==> config.mk <==
export PLATFORM = sky130hd
export DESIGN_NAME = dmem_arbiter
export DESIGN_NICKNAME = d
export VERILOG_FILES = /design/src/rtl/dmem_pkg.sv /design/src/rtl/rr_arbiter2.sv /design/src/rtl/dmem_arbiter.sv
export SDC_FILE = /design/constraint.sdc
export NUM_CORES = 1
export LEC_CHECK = 0
export CORE_AREA = 5 5 125 127
export DETAILED_ROUTE_END_ITERATION = 8
export DIE_AREA = 0 0 130 132
export PLACE_DENSITY_LB_ADDON = 0.12
export REMOVE_ABC_BUFFERS = 1
export SYNTH_ARGS = -nofsm -noshare
export SYNTH_HDL_FRONTEND = slang
export SYNTH_HIERARCHICAL = 1
export SYNTH_SLANG_ARGS = --single-unit
export TNS_END_PERCENT = 50
==> constraint.sdc <==
create_clock -name clk_i -period 2.4 [get_ports clk_i]
set_clock_uncertainty 0.1 [all_clocks]
set_input_delay 0.36 -clock clk_i [delete_from_list [all_inputs] [get_ports clk_i]]
set_output_delay 0.36 -clock clk_i [all_outputs]
set_load 0.01 [all_outputs]
==> src/rtl/dmem_pkg.sv <==
// rtl/dmem_pkg.sv - shared types and requester ids for the data memory arbiter
package dmem_pkg;

   typedef enum logic [1:0] {
      IDLE   = 2'd0,
      ACCESS = 2'd1,
      RESP   = 2'd2
   } state_t;

   localparam logic REQ_CORE = 1'b0;
   localparam logic REQ_DBG  = 1'b1;

endpackage

==> src/rtl/rr_arbiter2.sv <==
// rtl/rr_arbiter2.sv - two-way round-robin grant, one-hot, combinational
module rr_arbiter2
   import dmem_pkg::*;
(
   input  logic [1:0] valid,
   input  logic       last,
   output logic [1:0] grant
);

   always_comb begin
      grant = 2'b00;
      case (valid)
         2'b01:   grant = 2'b01;
         2'b10:   grant = 2'b10;
         // Contention: the port that did not win last time goes first.
         2'b11:   grant = (last == REQ_DBG) ? 2'b01 : 2'b10;
         default: grant = 2'b00;
      endcase
   end

endmodule

==> src/rtl/dmem_arbiter.sv <==
// rtl/dmem_arbiter.sv - shares a single-port data memory between core and debug requesters
module dmem_arbiter
   import dmem_pkg::*;
#(
   parameter int XLEN  = 32,
   parameter int DEPTH = 64
) (
   input  logic            clk_i,
   input  logic            rst_ni,
   input  logic            req0_valid_i,
   output logic            req0_ready_o,
   input  logic            req0_we_i,
   input  logic [XLEN-1:0] req0_addr_i,
   input  logic [XLEN-1:0] req0_wdata_i,
   output logic            req0_rvalid_o,
   output logic [XLEN-1:0] req0_rdata_o,
   input  logic            req1_valid_i,
   output logic            req1_ready_o,
   input  logic            req1_we_i,
   input  logic [XLEN-1:0] req1_addr_i,
   input  logic [XLEN-1:0] req1_wdata_i,
   output logic            req1_rvalid_o,
   output logic [XLEN-1:0] req1_rdata_o,
   output logic [XLEN-1:0] mem_addr_o,
   output logic            mem_we_o,
   output logic [XLEN-1:0] mem_wdata_o,
   input  logic [XLEN-1:0] mem_rdata_i
);

   state_t          state_q;
   logic            last_q;
   logic            owner_q;
   logic            we_q;
   logic [XLEN-1:0] addr_q;
   logic [XLEN-1:0] wdata_q;
   logic [XLEN-1:0] rdata_q;

   logic [1:0] grant;
   logic       winner;
   logic       handshake;
   logic       in_range;

   rr_arbiter2 u_arb (
      .valid ({req1_valid_i, req0_valid_i}),
      .last  (last_q),
      .grant (grant)
   );

   assign winner    = grant[1];
   assign handshake = (state_q == IDLE) && (grant != 2'b00);
   assign in_range  = addr_q < XLEN'(DEPTH);

   // Ready is gated by reset so nothing looks accepted while the block is held.
   assign req0_ready_o = rst_ni && (state_q == IDLE) && grant[0];
   assign req1_ready_o = rst_ni && (state_q == IDLE) && grant[1];

   always_ff @(posedge clk_i or negedge rst_ni) begin
      if (!rst_ni) begin
         state_q <= IDLE;
         last_q  <= 1'b1;
         owner_q <= 1'b0;
         we_q    <= 1'b0;
         addr_q  <= '0;
         wdata_q <= '0;
         rdata_q <= '0;
      end else begin
         case (state_q)
            IDLE: begin
               if (handshake) begin
                  addr_q  <= winner ? req1_addr_i  : req0_addr_i;
                  wdata_q <= winner ? req1_wdata_i : req0_wdata_i;
                  we_q    <= winner ? req1_we_i    : req0_we_i;
                  owner_q <= winner;
                  last_q  <= winner;
                  state_q <= ACCESS;
               end
            end
            ACCESS: begin
               rdata_q <= (!we_q && in_range) ? mem_rdata_i : '0;
               state_q <= RESP;
            end
            RESP:    state_q <= IDLE;
            default: state_q <= IDLE;
         endcase
      end
   end

   // Address and data hold their latched values; only the write strobe is qualified.
   assign mem_addr_o  = addr_q;
   assign mem_wdata_o = wdata_q;
   assign mem_we_o    = (state_q == ACCESS) && we_q && in_range;

   assign req0_rvalid_o = (state_q == RESP) && (owner_q == REQ_CORE);
   assign req1_rvalid_o = (state_q == RESP) && (owner_q == REQ_DBG);
   assign req0_rdata_o  = req0_rvalid_o ? rdata_q : '0;
   assign req1_rdata_o  = req1_rvalid_o ? rdata_q : '0;

endmodule

# After elaboration in Yosys (flattened, before gate mapping)
# Index checks and enable logic that the tools add are counted.
# totals
ff_bits	101
in_bits	166
out_inout_bits	133
wordCells	38
# op_classes
magnitude_cmp	1
n_eq_ne	6
mux	10
bitwise_logic	1
reduce_logical	13
# ops
operator	count
32-bit two-way mux	5
32-bit by 7-bit less-than comparator with 1-bit output, second input constant	1
1-bit logical AND	9
2-bit == test, second input constant	3
2-bit one-hot mux with 3 select lines	1
2-bit by 1-bit == test with 1-bit output, second input constant	2
2-bit two-way mux	2
2-bit one-hot mux with 2 select lines	1
2-bit logical NOT	1
2-bit != test, second input constant	1
2-bit AND reduction	1
2-bit nonzero test	1
1-bit logical NOT	1
1-bit two-way mux	1
1-bit inverter	1

# Depth between registers and ports, before layout
# Gate-level depths: netlist of run 1.
# depth
depth_word	6
depth_mapped	6
mapped_depth_nobuf	4

# By module
# The synthesis of run 1 kept the hierarchy.
# by_module_without_submodules
mod	instances	cells_per_inst	area_each_um2	seq_area_each_um2
dmem_arbiter	1	450	5565.3	2528.7
rr_arbiter2	1	3	18.8	0.0

# Worst setup path before layout of run 1
# Ideal clock, no wire load.
# synth_timing
path_type	reg-to-output
from	reg addr_q[21] (netlist: mem_addr_o[21])
to	out mem_we_o
arrival_time_ps	1459
required_ps	1940
setup_slack_ps	481
stages_incl_launch_ff	5
path_buffers	1
path_cell_list	dfrtp_1 nor4_2 nand4_4 buf_6 nor3_1
# synth_between
elab_chain_cells	2
# synth_rtl
item	line_no	text
start, declared	dmem_arbiter.sv:34	logic [XLEN-1:0] addr_q;
start signal, assigned	dmem_arbiter.sv:70	addr_q <= winner ? req1_addr_i : req0_addr_i;
32-bit by 7-bit less-than comparator with 1-bit output	dmem_arbiter.sv:51	assign in_range = addr_q < XLEN'(DEPTH);
1-bit logical AND	dmem_arbiter.sv:91	assign mem_we_o = (state_q == ACCESS) && we_q && in_range;
end, declared	dmem_arbiter.sv:25	output logic mem_we_o,
# No other way between the ends.

# Worst setup path after layout of run 1
# layout_timing
from	reg last_q
to	out req0_ready_o
# layout_between
elab_chain_cells	3
# layout_rtl
item	line_no	text
start, declared	dmem_arbiter.sv:31	logic last_q;
start signal, assigned	dmem_arbiter.sv:74	last_q <= winner;
2-bit two-way mux	rr_arbiter2.sv:16	2'b11: grant = (last == REQ_DBG) ? 2'b01 : 2'b10;
2-bit one-hot mux with 3 select lines	rr_arbiter2.sv:12	case (valid)
named net grant[0]	dmem_arbiter.sv:38	logic [1:0] grant;
1-bit logical AND	dmem_arbiter.sv:54	assign req0_ready_o = rst_ni && (state_q == IDLE) && grant[0];
end, declared	dmem_arbiter.sv:11	output logic req0_ready_o,
# The timed path passes the listed nets, and every way through them passes these cells.

==> results of run 1 <==
kinds of logic after synthesis:
| group | after synthesis | share of synthesized area [%] |
|---|---|---|
| compound gates | 37 | 7.62 |
| simple gates | 146 | 16.8 |
| mux | 130 | 26.2 |
| buf+inv | 39 | 4.06 |
| flops | 101 | 45.3 |
critical path, stage by stage, from the launching register on:
cell and delay, ns:
dfstp_2 0.57, inv_1 0.06, a21boi_2 0.17, and3_1 0.17, clkdlybuf4s50_1 0.53
power by group through the flow:
stage	clock network [mW]	registers, mW	logic [mW]
after floorplan	0	3.02	1.61
after global placement	0	2.77	3.95
after detailed placement	0	2.80	4.02
after CTS	1.52	2.80	4.04
after global routing	1.58	2.89	4.30
final	1.48	2.80	4.03
area by class of cell:
cell class                      instances  area [sq um]
Inverter                                2          7.51
Multi-Input combinational cell        313          2870
Timing Repair Buffer                  315          3270
Clock inverter                          4          47.5
Fill cell                            1163          5110
Tap cell                              184           230
Clock buffer                           12           246
Sequential cell                       101          2530
Antenna cell                            1          2.50
sequential cells by signal, summed over array words and instances, names as in the netlist:
register     flops
last_q           1
mem_addr_o      32
mem_wdata_o     32
owner_q          1
rdata_q         32
state_q          2
we_q             1
Yosys cell counts, types with 3 or more instances:
master      n
clkbuf_1   17
buf_6       9
o31ai_1     3
nand2_1    35
and2_1     64
nor4_2      3
mux2_1     19
dfrtp_1   100
buf_2       7
nand3b_1   32
mux2_2    111
buf_1       3
o31ai_2    29
worst max path at each step:
| stage | start | endpoint | slack, ns | depth (start not counted) |
|---|---|---|---|---|
| 5_1_grt | mem_addr_o[21] | mem_we_o | 0.01 | 4 |
| 3_3_place_gp | req1_valid_i | mem_wdata_o[10] | 0.06 | 5 |
| 4_1_cts | state_q[0] | req1_rdata_o[8] | 0.001 | 4 |
| 2_1_floorplan | req1_valid_i | mem_addr_o[0] | -5.44 | 3 |
| 6_report | last_q | req0_ready_o | 0.09 | 4 |
| 3_5_place_dp | req1_valid_i | mem_wdata_o[9] | 0.002 | 5 |
through the flow:
step | setup TNS [ns] | total power [mW]
after floorplan | -369.07 | 4.63
after global placement | 0 | 6.72
after detailed placement | 0 | 6.82
after CTS | 0 | 8.36
after global routing | 0 | 8.77
final | 0 | 8.31
metal layers:
metal / up-vias / track usage, %
met2: 153 / 34.9
met3: 30 / 5.06
met5: - / 0
met4: 0 / 8.72
li1: 2175 / -
met1: 2292 / 24.8
repair_timing:
| item | 4_1_cts | 5_1_grt |
|---|---|---|
| hold endpoints to repair | 11 | 0 |
| gates cloned | 0 | 1 |
| buffers inserted | 0 | 1 |
| gates resized for setup | 36 | 38 |
| hold buffers | 1 | 0 |
| endpoints found under the setup margin | 65 | 37 |
==> metrics.txt, run 1 <==
final worst path period share=96.1%; RSZ-0062 raised after global routing=false; Clock power frac=between 10% and 20%; first-pass GRT wire length=27600 um; P_leak=~4.4 nW; Starting Density=around two fifths; CP Capture Type=primary output; reg2reg path depth=4; FF+latch count, synth=101; Comb pwr share=48.5%; P&R area growth vs syn=64.8%; Reg2Reg Setup Slack=0.50 ns; Synth Area per Inst=12.3 sq um; drc violations=0; NetSw=2.76 mW; worst slack, placed=0.00162 ns; via/cell ratio=4.99; WP data required=between 1.5 and 2 ns; Startpoint Class=flip-flop; Die Y-Extent=132 um; starting DRC count in detailed routing=231; Ports=299; Max-slew headroom=51.4%; commonest non-fill, non-tap cells in the layout=clkdlybuf4s50_1 (231), mux2_2 (111), dfrtp_1 (98); status=finished clean; Final #Nets=908; antenna violations before repair=1; final instance area=0.00920 sq mm; Placed Cells incl. Taps=between 900 and 1k; final antenna-violating net count=0; Slew Limit Fails=0; routed wire length=18000 um; final hold viol count=0; sw frac=33.2%; Yosys cell types=30; CTS max path bufs=2; Int Power=5.55 mW; count of final setup violators=0; metal2 WL=9130 um; clock network latency to the later pin of the worst-skew pair=roughly 0.35 ns; DR WL met3=1200 um; area leader, netlist=dfrtp_1; # clock sinks=101; asr flop ratio synth=100%; Num CTS Buffers=9; DR top layer=met4; Netlist Area Pre-Place=0.00558 sq mm; reg2reg start=last_q; top cell type's share of synthesized area=44.8%; minimum clock period=2.31 ns; IO Port Bufs=298; met1 wire length=7140 um; clk root buf=clkbuf_16; Placement Rows=44; commonest non-fill, non-tap cell in the layout=clkdlybuf4s50_1; Critical R2R Capture=mem_wdata_o[9]; synthesized instance count=453; Worst Path Max Fanout=3; worst path arrival time=1.85 ns; crit path kind=reg2out; Die Width=130 um; Area contributors post-synth=dfrtp_1 (45%), mux2_2 (22%), and2_1 (7.2%); largest net degree at the start of global routing=56; worst hold margin=0.334 ns; vias in the first global route=4892; GRT overflow=0; hpwl dp=13600 um; sequential fraction of design power=33.7%; number of synthesized flops with an enable pin=0; Routed wire per std cell=19.4 um; layout cell share with drive strength beyond 1=25.0%; Peak Freq=433 MHz; Seq/Total Area, Yosys=45.3%; RD Place Congestion=0.789; Hold Crit Class=in2async; GRT Overall Usage=between 20% and 30%; Yosys warning total=6; Max rail drop VDD=0.545 mV; core footprint=0.0143 sq mm; fin cells=932; Worst-path clk slew=0.07 ns; top_reg_cell synth=dfrtp_1; Power Density=903 mW/mm^2; H-tree depth=3; fin util=between 60 and 70%; Max Cap Violations=0; TritonCTS clock tree=yes; via count=4650; Final WS setup=0.0928 ns; Slew @ Worst Pin=0.729 ns; Die ar.=0.0172 sq mm; Pre-Repair DR Iteration Count=4; Area after DPL=0.00878 sq mm
(Power assumes the default switching activity.)
==> inputs of run 2 (changes only) <==
- PLACE_DENSITY_LB_ADDON: 0.12 -> 0.05
==> run 2 against run 1 <==
  * Sequential power about the same
  * Global-route usage increased by 0.24 points
  * Register-to-register slack about the same
  * Largest power group unchanged
==> metrics.txt, run 2 (synthesis gave the netlist of run 1 again) <==
Final #Nets=919 (was 908); first-pass GRT wire length=28000 um (was 27600 um); Placed Cells incl. Taps=925 (was 912); Max rail drop VDD=0.428 mV (was 0.545 mV); Int Power=5.58 mW (was 5.55 mW); status=finished clean (unchanged); worst slack, placed=0.0345 ns (was 0.00162 ns); final worst path period share=96.2% (was 96.1%); RD Place Congestion=0.769 (was 0.789); Die Width=130 um (unchanged); WP data required=1.94 ns (about the same); count of final setup violators=0 (unchanged); Routed wire per std cell=19.2 um (was 19.4 um); Buf/Inv on CP=1 (was 2); minimum clock period=2.31 ns (about the same); Die ar.=0.0172 sq mm (unchanged); crit path kind=reg2out (unchanged); cells along the critical path=and3b_2 -> and2_1 -> clkdlybuf4s50_1 (was inv_1 -> a21boi_2 -> and3_1 -> clkdlybuf4s50_1); Max Cap Violations=0 (unchanged); NetSw=2.68 mW (was 2.76 mW); clk root buf=clkbuf_16 (unchanged); core footprint=0.0143 sq mm (unchanged); fin cells=941 (was 932); Worst path top cell family by delay=buffers and inverters (unchanged); Slew Limit Fails=0 (unchanged); TritonCTS clock tree=yes (unchanged); IO Port Bufs=298 (unchanged); vias in the first global route=5085 (was 4892); antenna violations before repair=1 (unchanged); Worst-path clk slew=0.06 ns (was 0.07 ns); commonest non-fill, non-tap cells in the layout=clkdlybuf4s50_1 (232), mux2_2 (111), dfrtp_1 (98) (was clkdlybuf4s50_1 (231), mux2_2 (111), dfrtp_1 (98)); Hold Crit Class=in2async (unchanged); CTS Hold Bufs=0 (was 1); Die Y-Extent=132 um (unchanged); CP Capture Type=primary output (unchanged); largest net degree at the start of global routing=102 (was 56); Slew @ Worst Pin=0.536 ns (was 0.729 ns); # clock sinks=101 (unchanged); routed wire length=18100 um (was 18000 um); GRT Overall Usage=20.9% (was 20.6%); commonest non-fill, non-tap cell in the layout=clkdlybuf4s50_1 (unchanged); final antenna-violating net count=0 (unchanged); Power Density=894 mW/mm^2 (was 903 mW/mm^2); Multi-input gate area=0.00289 sq mm (was 0.00287 sq mm); Ports=299 (unchanged); layout cell share with drive strength beyond 1=26.3% (was 25.0%); worst path arrival time=1.85 ns (about the same); hpwl dp=13800 um (was 13600 um); sequential fraction of design power=34.0% (was 33.7%); via/cell ratio=4.91 (was 4.99); Startpoint Class=flip-flop (unchanged); Comb pwr share=48.1% (was 48.5%); sw frac=32.4% (was 33.2%); Placement Rows=44 (unchanged); RSZ-0062 raised after global routing=false (unchanged); Starting Density=39.0% (unchanged); Peak Freq=433 MHz (about the same); Clock power frac=17.9% (was 17.8%); Pre-Repair DR Iteration Count=4 (unchanged); Worst Path Max Fanout=5 (was 3); final hold viol count=0 (unchanged); CP max stage delay=0.57 ns (about the same); H-tree depth=3 (unchanged); Num CTS Buffers=9 (unchanged); Layout fillers=1135 (was 1163); Final WS setup=0.0904 ns (was 0.0928 ns); register area=0.00253 sq mm (unchanged); P_leak=4.30 nW (was 4.37 nW); via count=4618 (was 4650); starting DRC count in detailed routing=259 (was 231); clock network latency to the later pin of the worst-skew pair=0.34 ns (was 0.35 ns); CP max-delay cell=clkdlybuf4s50_1 (was dfstp_2); drc violations=0 (unchanged); CTS max path bufs=2 (unchanged); P&R area growth vs syn=65.6% (was 64.8%); Max-slew headroom=64.3% (was 51.4%); GRT overflow=0 (unchanged)
## run 2: cell count changes in the layout (fill, tap and decap cells not counted), sizes merged
cell / before / now
clkinvlp: 1 / 0
clkinv: 2 / 0
dlymetal6s2s: 35 / 27
buf: 16 / 29
dlygate4sd3: 1 / 0
clkdlybuf4s50: 231 / 232
dlygate4sd2: 30 / 37
## run 2: through the flow
step | setup TNS, ns | total power [mW] | instance area, sq um | util, % | hold slack (ns)
after floorplan | -369.07 | 4.63 | 5370 | - | -0.0356
after global placement | 0 | 6.73 | 8870 | 62.0 | 0.369
after detailed placement | 0 | 6.83 | 8870 | 62.0 | 0.375
after CTS | 0 | 8.41 | 9170 | 64.0 | 0.0661
after global routing | 0 | 8.77 | 9250 | 64.6 | 0.0888
final | 0 | 8.27 | 9250 | 64.6 | 0.0473
## run 2: metal layers
metal,routed length [um],up-vias,part of all wire [%],global-route usage (%)
met2,9070,191,50,35.6
met3,1490,26,8.2,5.55
li1,-,2195,-,-
met5,0,-,0,0
met4,460,0,2.5,7.51
met1,7060,2206,39,25.2
## run 2: worst paths after layout
path / from / to / slack (ns) / cells after the start
worst max-delay path: state_q[0] / req1_rdata_o[19] / 0.09 / 3
worst min-delay path: rst_ni / rdata_q[28] / 0.05 / 2
worst max register to register: last_q / mem_addr_o[12] / 0.50 / 5
worst min register to register: mem_wdata_o[5] / mem_wdata_o[5] / 0.38 / 1
max in group asynchronous: rst_ni / state_q[0] / 1.76 / 2
min in group clk_i: mem_wdata_o[5] / mem_wdata_o[5] / 0.38 / 1
## run 2: final cells by class
cell class	instances	area share (%)
Antenna cell	1	0.0271
Multi-Input combinational cell	313	31.2
Timing Repair Buffer	326	35.5
Inverter	2	0.0812
Sequential cell	101	27.4
Tap cell	184	2.49
Clock inverter	1	0.325
Clock buffer	13	2.92
## run 2: timing repair
item	4_1_cts	5_1_grt
buffers inserted	1	0
resized for setup	44	30
setup endpoints to repair	65	28
gates cloned	0	0
## run 2: power by group through the flow
stage	combinational, mW	clock (mW)	sequential, mW
global placement	3.96	0	2.76
CTS	4.06	1.54	2.81
floorplan	1.61	0	3.02
detailed placement	4.02	0	2.80
global route	4.26	1.61	2.90
finish	3.98	1.48	2.81
